**src/rtl/anc_saturation_pkg.sv**
```systemverilog
// Shared constants and types for the ANC output conditioning path.
// Filter and DAC blocks import this so they agree on limits.
package anc_saturation_pkg;

  localparam int SAMPLE_W = 11;

  typedef logic signed [SAMPLE_W-1:0] sample_t;

  localparam int SAT_MAX_DEF = 1023;
  localparam int SAT_MIN_DEF = -1023;

endpackage

```
**src/rtl/anc_clip.sv**
```systemverilog
// Signed clip of a WIDTH+1 value into WIDTH bits between SAT_MIN/SAT_MAX.
// Purely combinational; instantiated once per output path.
module anc_clip #(
  parameter int WIDTH   = 11,
  parameter int SAT_MAX = 1023,
  parameter int SAT_MIN = -1023
) (
  input  logic signed [WIDTH:0]   x_i,
  output logic signed [WIDTH-1:0] y_o
);

  localparam logic signed [WIDTH:0] HI = (WIDTH+1)'(SAT_MAX);
  localparam logic signed [WIDTH:0] LO = (WIDTH+1)'(SAT_MIN);

  always_comb begin
    y_o = x_i[WIDTH-1:0];
    unique case (1'b1)
      (x_i > HI): y_o = HI[WIDTH-1:0];
      (x_i < LO): y_o = LO[WIDTH-1:0];
      default:    y_o = x_i[WIDTH-1:0];
    endcase
  end

endmodule

```
**src/rtl/anc_saturation.sv**
```systemverilog
// ANC output stage: inverts and clips the filter output for the DAC,
// and offset-corrects and clips the mic sample for the LMS update.
module anc_saturation
  import anc_saturation_pkg::*;
#(
  parameter int WIDTH      = SAMPLE_W,
  parameter int SAT_MAX    = SAT_MAX_DEF,
  parameter int SAT_MIN    = SAT_MIN_DEF,
  parameter int MIC_OFFSET = 0
) (
  input  logic             Clk_100M,
  input  logic             Rst,
  input  logic [WIDTH-1:0] FiltIn,
  input  logic [WIDTH-1:0] MicIn,
  input  logic             FiltComplete,
  output logic [WIDTH-1:0] Err,
  output logic [WIDTH-1:0] ANCAudioOut
);

  localparam logic signed [WIDTH:0] OFF = (WIDTH+1)'(MIC_OFFSET);

  logic                    fc_q, fc_d;
  logic [WIDTH-1:0]        anc_q, anc_d;
  logic [WIDTH-1:0]        err_q, err_d;
  logic                    load;
  logic signed [WIDTH:0]   anti;
  logic signed [WIDTH:0]   e;
  logic signed [WIDTH-1:0] anc_clip_w;
  logic signed [WIDTH-1:0] err_clip_w;

  // One extra bit so negating the most-negative sample cannot wrap.
  always_comb begin
    anti = -$signed({FiltIn[WIDTH-1], FiltIn});
    e    = $signed({MicIn[WIDTH-1], MicIn}) - OFF;
  end

  anc_clip #(
    .WIDTH   (WIDTH),
    .SAT_MAX (SAT_MAX),
    .SAT_MIN (SAT_MIN)
  ) u_clip_anc (
    .x_i (anti),
    .y_o (anc_clip_w)
  );

  anc_clip #(
    .WIDTH   (WIDTH),
    .SAT_MAX (SAT_MAX),
    .SAT_MIN (SAT_MIN)
  ) u_clip_err (
    .x_i (e),
    .y_o (err_clip_w)
  );

  always_comb begin
    fc_d  = FiltComplete;
    load  = FiltComplete & ~fc_q;
    anc_d = anc_q;
    err_d = err_q;
    if (load) begin
      anc_d = anc_clip_w;
      err_d = err_clip_w;
    end
  end

  always_ff @(posedge Clk_100M) begin
    if (Rst) begin
      fc_q  <= 1'b0;
      anc_q <= '0;
      err_q <= '0;
    end else begin
      fc_q  <= fc_d;
      anc_q <= anc_d;
      err_q <= err_d;
    end
  end

  assign Err         = err_q;
  assign ANCAudioOut = anc_q;

endmodule

```
**config.mk**
```make
export PLATFORM = sky130hd
export DESIGN_NAME = anc_saturation
export DESIGN_NICKNAME = d
export VERILOG_FILES = /design/src/rtl/anc_saturation_pkg.sv /design/src/rtl/anc_clip.sv /design/src/rtl/anc_saturation.sv
export SDC_FILE = /design/constraint.sdc
export NUM_CORES = 1
export LEC_CHECK = 0
export BUFFER_PORTS_ARGS = -buffer_cell sky130_fd_sc_hd__buf_4
export CORE_MARGIN = 5
export CORE_UTILIZATION = 40
export CTS_CLUSTER_DIAMETER = 30
export DETAILED_ROUTE_END_ITERATION = 10
export PLACE_DENSITY = 0.79
export SYNTH_ARGS = -nofsm -noshare
export SYNTH_HDL_FRONTEND = slang
export SYNTH_SLANG_ARGS = --single-unit
```
**constraint.sdc**
```tcl
create_clock -name Clk_100M -period 2.6 [get_ports Clk_100M]
set_input_delay 0.26 -clock Clk_100M [delete_from_list [all_inputs] [get_ports Clk_100M]]
set_output_delay 0.26 -clock Clk_100M [all_outputs]
set_load 0.005 [all_outputs]
```
---- After elaboration in Yosys (flattened, before gate mapping) ----
Index checks and enable logic that the tools add are counted.
Widths: inputs -> output; s select.
word-level totals
  flip-flop bits (word level) ............. 23
  bits in latches ......................... 0
  memory bits (writable) .................. 0
  bits in read-only memories .............. 0
  input bits .............................. 25
  output and inout bits ................... 22
  word-level logic and storage cells ...... 12
  memories kept ........................... 0
cells by class
  add/sub/neg operators ................... 1
  multipliers ............................. 0
  div/mod/pow operators ................... 0
  magnitude comparators ................... 4
  eq/ne operators ......................... 0
  shifts and indexed selects .............. 0
  multiplexer cells ....................... 2
  bitwise gates (word level) .............. 2
  reduce and logical (&&, ||, !) cells .... 0
operator list
  kind                  count
  $pmux 11 s2           2
  $gt 12x11->1 const B  1
  $lt 12x11->1 const B  1
  $neg 11->12           1
  $gt 11x11->1 const B  1
  $lt 11x11->1 const B  1
  $and 1x1->1           1
  $not 1->1             1

---- Logic depth before layout (Yosys ltp) ----
Gate-level depths: netlist of the first run.
  depth after elaboration ................. 3
  mapped depth ............................ 8
  gate-level depth less buffers ........... 7

---- Modules after synthesis ----
From an unflattened synthesis of the first run, not the netlist that was laid out.
unflattened totals
  cells, all modules ...................... 178
  area total of the unflattened synthesis .. 1,291.2 sq um
by module, submodules not included
  module          times used  cells each  area an instance (sq um)  sequential area each (sq um)
  anc_saturation  1           124         970.9                     460.4
  anc_clip        2           27          160.2                     0.0

---- Worst setup path before layout of the first run ----
Ideal clock, no wire load.
  path kind ............................... input port to flip-flop
  from .................................... input FiltIn[0]
  to ...................................... register anc_q[1], in the netlist ANCAudioOut[1]
  library setup time ...................... 0.117 ns
  arrival ................................. 2.083 ns
  required time ........................... 2.483 ns
  path slack .............................. 0.400 ns
  stages on the path ...................... 8
  path buffers ............................ 1
  path through ............................ inv_1 ha_1 or4b_1 buf_2 or3b_4 a2111oi_4 o211ai_2 a22o_1
on the way
  longest elaborated chain between the ends .. 3
  elaborated cells on any way between the ends .. 4
  those cells by class .................... 1 x add/sub; 2 x order compare; 1 x mux
RTL lines
  item                                                 RTL line                        text
  start, declared                                      anc_saturation.sv:13            input logic [WIDTH-1:0] FiltIn,
  $neg 11->12 (*)                                      anc_saturation.sv:33            anti = -$signed({FiltIn[WIDTH-1], FiltIn});
  $lt 12x11->1 / $gt 12x11->1 (equally long branches)  anc_clip.sv:19, anc_clip.sv:18
  $pmux 11 s2 (*)                                      anc_clip.sv:17                  unique case (1'b1)
  end signal, assigned                                 anc_saturation.sv:73            anc_q <= anc_d;
  end, declared                                        anc_saturation.sv:23            logic [WIDTH-1:0] anc_q, anc_d;
Mark *: on every way between the ends. The rest lies on a longest branch, timed or not.
A chain may end at the register's enable or synchronous reset.

---- Worst setup path after layout of the first run ----
Ends and elaborated chain as after synthesis.

==> results.json, run 1 <==
{
  "status": "finished clean",
  "h-tree-depth": 1,
  "clkTransAtPathRegs_ps": 120,
  "fin_crit_ps": 2000,
  "hpwl_mm": 2.39,
  "fill_cells": 260,
  "cap_violations": 0,
  "worstPathRequired_ps": 2810,
  "io-pin-count": 47,
  "leakage_nw": 0.692,
  "worstSetupEndpointType": "flop",
  "final_common_cell": "buf_4",
  "critPathLaunchType": "input pin",
  "hold_viol": 0,
  "cts_resized": 0,
  "cp.arrival_ps": 2210,
  "routed_wl_mm": 2.90,
  "grt_max_degree": 24,
  "cts.sinks": 23,
  "track_usage_pct": 14.1,
  "antenna-diode-count": 0,
  "synth.cell_area_sq_um": 1160,
  "fin_crit_sh_pct": 76.9,
  "cts_buffers": 3,
  "grt-ovfl-total": 0,
  "dieArea_sq_um": 4080,
  "ys_seq_area_share_pct": 39.7,
  "ant_nets": 0,
  "port_buffers": 46,
  "cts_tree": "built",
  "routedWlPerCell_microns": 12.7,
  "max-slew-margin-rel_pct": 66.5,
  "synth_nets": 178,
  "final_cell_mix": "buf_4 (49), nand2_1 (24), dfxtp_1 (23), nor2_1 (23), a21oi_1 (17)",
  "p_per_area_nw_per_um2": 452,
  "ir_drop_uv": 295,
  "yosysWarnings": 0,
  "gp_congestion": 0.948,
  "worst-setup-path-type": "in2reg",
  "rows": 19,
  "setup_violations": 0,
  "drt_first_pass_iters": 4,
  "postSynthCellCount": 151,
  "ys.flop_type": "dfxtp_1",
  "coreArea_sq_um": 2760,
  "drive_gt1_share_pct": 29.9,
  "drt_iter0_markers": 55,
  "clk-insertion-delay-late_ps": 300,
  "rsz0062_at_grt": "no",
  "routed-via-count": 1209,
  "die_h_microns": 63.9,
  "finalSetupTns_ps": 0,
  "clock_path_buffers": 2,
  "cp_cell_sequence": "buf_4, inv_1, ha_1, or4b_1, or3b_4, a2111oi_4, o211ai_2, a22o_1",
  "start_util_pct": 42.1,
  "yosysUniqueCellTypes": 35,
  "holdCritPathClass": "in2reg",
  "antenna_found_initial": 0,
  "fin_ws_ps": 601,
  "multi_input_area_sq_um": 662,
  "cpPeakStageDelay_ps": 480,
  "yosys_register_bits": 23,
  "die_w_microns": 63.9,
  "finalMaxSlewViolations": 0,
  "holdWs_ps": 181,
  "root_buffer": "clkbuf_4",
  "synth_edf_count": 0,
  "vias_per_cell": 5.30,
  "dpl_worst_slack_ps": 284,
  "tightest_slew_ps": 502,
  "avgSynthCellArea_sq_um": 7.69,
  "grt_pass1_vias": 1148,
  "async_flop_share_pct": 0,
  "cts_hold_buf": 0,
  "crit_fanout": 5,
  "route.detailed.drc": 0,
  "cts_setup_buffers": 0,
  "fmax_mhz": 500,
  "finClkSkew_ps": 6.04,
  "nNetsFinal": 225,
  "crit_path_top_delay_cell": "or4b_1",
  "area_growth_syn_to_layout_pct": 35.0,
  "seq_area_sq_um": 460,
  "grt_pass1_wl_mm": 4.93
}
-- worst max-delay path, delay by kind of cell --
kind | cells | cell delay (ps)
AND/OR/NAND/NOR | 2 | 890
AO/OA/AOI/OAI | 3 | 640
adder cells (fa/ha/maj) | 1 | 220
buffers and inverters | 2 | 210
-- metrics by stage --
stage | util, % | area [sq um] | instances | total power, W
global route | 56.9 | 1570 | 228 | 0.000753
global placement | 55.9 | 1540 | 224 | 0.000556
finish | 56.9 | 1570 | 228 | 0.000708
CTS | 56.9 | 1570 | 228 | 0.000719
floorplan | - | 1160 | 151 | 0.000468
detailed placement | 55.9 | 1540 | 224 | 0.000562
-- cell type report --
cell class / instances / area share, %
Sequential cell: 23 / 29.4
Clock buffer: 3 / 1.44
Inverter: 3 / 0.718
Multi-Input combinational cell: 118 / 42.2
Clock inverter: 1 / 0.319
Tap cell: 31 / 2.47
Timing Repair Buffer: 49 / 23.5
-- report_power, final --
| group | internal (W) | leakage, nW | total [W] | switching, W |
|---|---|---|---|---|
| Sequential | 0.000377 | 0.190 | 0.000389 | 0.0000122 |
| Combinational | 0.0000853 | 0.484 | 0.000164 | 0.0000785 |
| Clock | 0.0000572 | 0.0177 | 0.000155 | 0.0000981 |
-- synthesized netlist by cell type, types with 2 or more instances --
| cell | n | share of area [%] |
|---|---|---|
| dfxtp_1 | 23 | 40 |
| a21o_1 | 2 | 1.3 |
| nor4_1 | 4 | 2.2 |
| clkbuf_1 | 6 | 1.9 |
| ha_1 | 2 | 2.2 |
| xnor2_1 | 4 | 3.0 |
| a21oi_1 | 17 | 7.3 |
| o21ai_0 | 3 | 1.3 |
| nor3_1 | 11 | 4.7 |
| nor2b_1 | 3 | 1.6 |
| nor2_1 | 23 | 7.4 |
| inv_1 | 3 | 0.97 |
| nand2_1 | 24 | 7.8 |
| nand3_1 | 3 | 1.3 |
| nand2b_1 | 3 | 1.6 |
-- state kept, by name, summed over array words and instances (netlist names) --
name	flops
fc_q	1
ANCAudioOut	11
Err	11
-- cells by family after synthesis --
group           count (synthesis)  synth area share [%]
simple gates                   79                  32.1
compound gates                 31                  18.0
flops                          23                  39.7
buf+inv                        10                  3.34
xor+xnor                        5                  3.77
fa+ha+maj                       2                  2.15
mux                             1                 0.970
-- path summary, 6_finish.rpt --
| check | endpoint | cells past startpoint | slack, ps | startpoint |
|---|---|---|---|---|
| setup / recovery | ANCAudioOut[1] | 8 | 600 | FiltIn[0] |
| hold / removal | fc_q | 2 | 180 | FiltComplete |
| setup reg to reg | ANCAudioOut[9] | 4 | 1170 | fc_q |
| hold reg to reg | Err[2] | 2 | 470 | Err[2] |
-- metal layers --
layer / global-route usage [%] / share of wire, % / up-vias / wire [microns]
met5: 0 / 0 / - / 0
met4: 3.90 / 0.48 / 0 / 14
met3: 3.33 / 9.7 / 4 / 280
met2: 24.1 / 47 / 52 / 1360
met1: 17.6 / 43 / 538 / 1250
li1: - / - / 615 / -
Power figures use the tool's default switching activity.
==> inputs of run 2 (changes only) <==
- PLACE_DENSITY: 0.79 -> 0.82
- clock period: 2.6 -> 1.6 ns (I/O delays scaled with it)
==> results.json, run 2 (synthesized netlist as in run 1, its figures left out) <==
{
  "holdCritPathClass": "in2reg",
  "ant_nets": 0,
  "final_common_cell": "buf_4",
  "max-slew-margin-rel_pct": 73.6,
  "fin_crit_ps": 1760,
  "drive_gt1_share_pct": 39.7,
  "fmax_mhz": 569,
  "die_h_microns": 63.9,
  "route.detailed.drc": 0,
  "drt_first_pass_iters": 4,
  "power_frac_comb_pct": 25.7,
  "p_sw_w": 0.000323,
  "coreArea_sq_um": 2760,
  "grtUsageMet1_pct": 18.7,
  "cts_tree": "built",
  "rows": 19,
  "cp.buffers_inverters": 2,
  "die_w_microns": 63.9,
  "cap_violations": 0,
  "power_frac_seq_pct": 52.8,
  "swShare_pct": 27.0,
  "cts_hold_buf": 0,
  "worstPathRequired_ps": 1810,
  "violations": "negative setup slack",
  "port_buffers": 46,
  "cpLargestDelayFamily": "simple AND/OR/NAND/NOR gates",
  "met3_usage_pct": 4.73,
  "p_int_w": 0.000873,
  "final_cell_mix": "buf_4 (64), nand2_1 (24), dfxtp_1 (23)",
  "dp_cells": 237,
  "hold_viol": 0,
  "fin_ws_ps": -159,
  "hpwl_mm": 2.55,
  "fin_crit_sh_pct": 110,
  "io-pin-count": 47,
  "grt_max_degree": 24,
  "crit_fanout": 2,
  "tightest_slew_ps": 392,
  "routed_wl_mm": 3.22,
  "nNetsFinal": 242,
  "grt-ovfl-total": 0,
  "finalMaxSlewViolations": 0,
  "vias_per_cell": 5.26,
  "finClkSkew_ps": 2.16,
  "cts_buffers": 3,
  "clkTransAtPathRegs_ps": 120,
  "routed-via-count": 1288,
  "critPathLaunchType": "input pin",
  "area_growth_syn_to_layout_pct": 52.7,
  "antenna_found_initial": 0,
  "routedWlPerCell_microns": 13.1,
  "h-tree-depth": 1,
  "cp.arrival_ps": 1970,
  "cts.sinks": 23,
  "grt_use_met2_pct": 26.1,
  "holdWs_ps": 84.6,
  "grt_pass1_wl_mm": 5.29,
  "gp_congestion": 0.932,
  "grt-busiest-layer": "met2",
  "setup_violations": 2,
  "status": "finished with violations",
  "drt_iter0_markers": 42,
  "dieArea_sq_um": 4080,
  "p_per_area_nw_per_um2": 674,
  "leakage_nw": 0.786,
  "worstSetupEndpointType": "flop",
  "rsz0062_at_grt": "yes",
  "worst-setup-path-type": "in2reg",
  "fin_cells": 245,
  "design_area_sq_um": 1770,
  "power.share.clock_pct": 21.5,
  "crit_path_top_delay_cell": "or4b_4",
  "start_util_pct": 42.1,
  "cpPeakStageDelay_ps": 460,
  "ir_drop_uv": 638,
  "grt_pass1_vias": 1234,
  "clk-insertion-delay-late_ps": 300,
  "postPlaceCellArea_sq_um": 1670,
  "cp_cell_sequence": "buf_8, clkinv_4, ha_4, or4b_4, or3b_4, a2111oi_4, o211ai_2, a22o_1",
  "clock_path_buffers": 2,
  "track_usage_pct": 15.7,
  "root_buffer": "clkbuf_4",
  "antenna-diode-count": 0
}
run 2: path summary, 6_finish.rpt:
check,startpoint,end,slack [ps],cells after the start
max,FiltIn[0],ANCAudioOut[1],-160,8
min,FiltComplete,fc_q,80,2
max reg2reg,fc_q,Err[0],470,4
min reg2reg,Err[4],Err[4],460,2
run 2: metrics by stage:
step	setup WS (ps)	setup TNS [ps]	total power (W)	utilization (%)
after CTS	-156	-242	0.00120	62.8
after floorplan	-448	-828	0.000767	-
final	-159	-210	0.00120	64.3
after detailed placement	-579	-2280	0.000939	60.6
after global routing	-173	-233	0.00128	64.3
after global placement	-528	-1990	0.000932	60.6
run 2: worst register-to-register path, cell delays in order (launching register included):
cell and delay [ps]:
dfxtp_1 330, nand2b_1 150, buf_4 180, a311oi_1 270, nor3_1 90
run 2: timing repair:
item / 4_1_cts / 5_1_grt
setup buffers: 2 / 2
resized for setup: 5 / 6
pin swaps: 5 / 2
setup endpoints to repair: 3 / 6
endpoints found under the hold margin: 0 / 0
run 2: area by class of cell:
class                           instances  area (sq um)
Inverter                                3          28.8
Sequential cell                        23           460
Timing Repair Buffer                   66           515
Multi-Input combinational cell        118           702
Tap cell                               31          38.8
Fill cell                             254           985
Clock inverter                          1          5.00
Clock buffer                            3          22.5
run 2: power groups by stage:
stage                     registers (W)  logic [W]  clock network [W]
final                          0.000631   0.000307           0.000257
after global routing           0.000637   0.000339           0.000306
after CTS                      0.000632   0.000302           0.000270
after detailed placement       0.000645   0.000294                  0
after global placement         0.000643   0.000289                  0
after floorplan                0.000647   0.000120                  0
run 2: layer usage:
metal	wire, microns	share of wire, %
met5	0	0
met4	10	0.31
met1	1350	42
met2	1600	50
met3	262	8.1
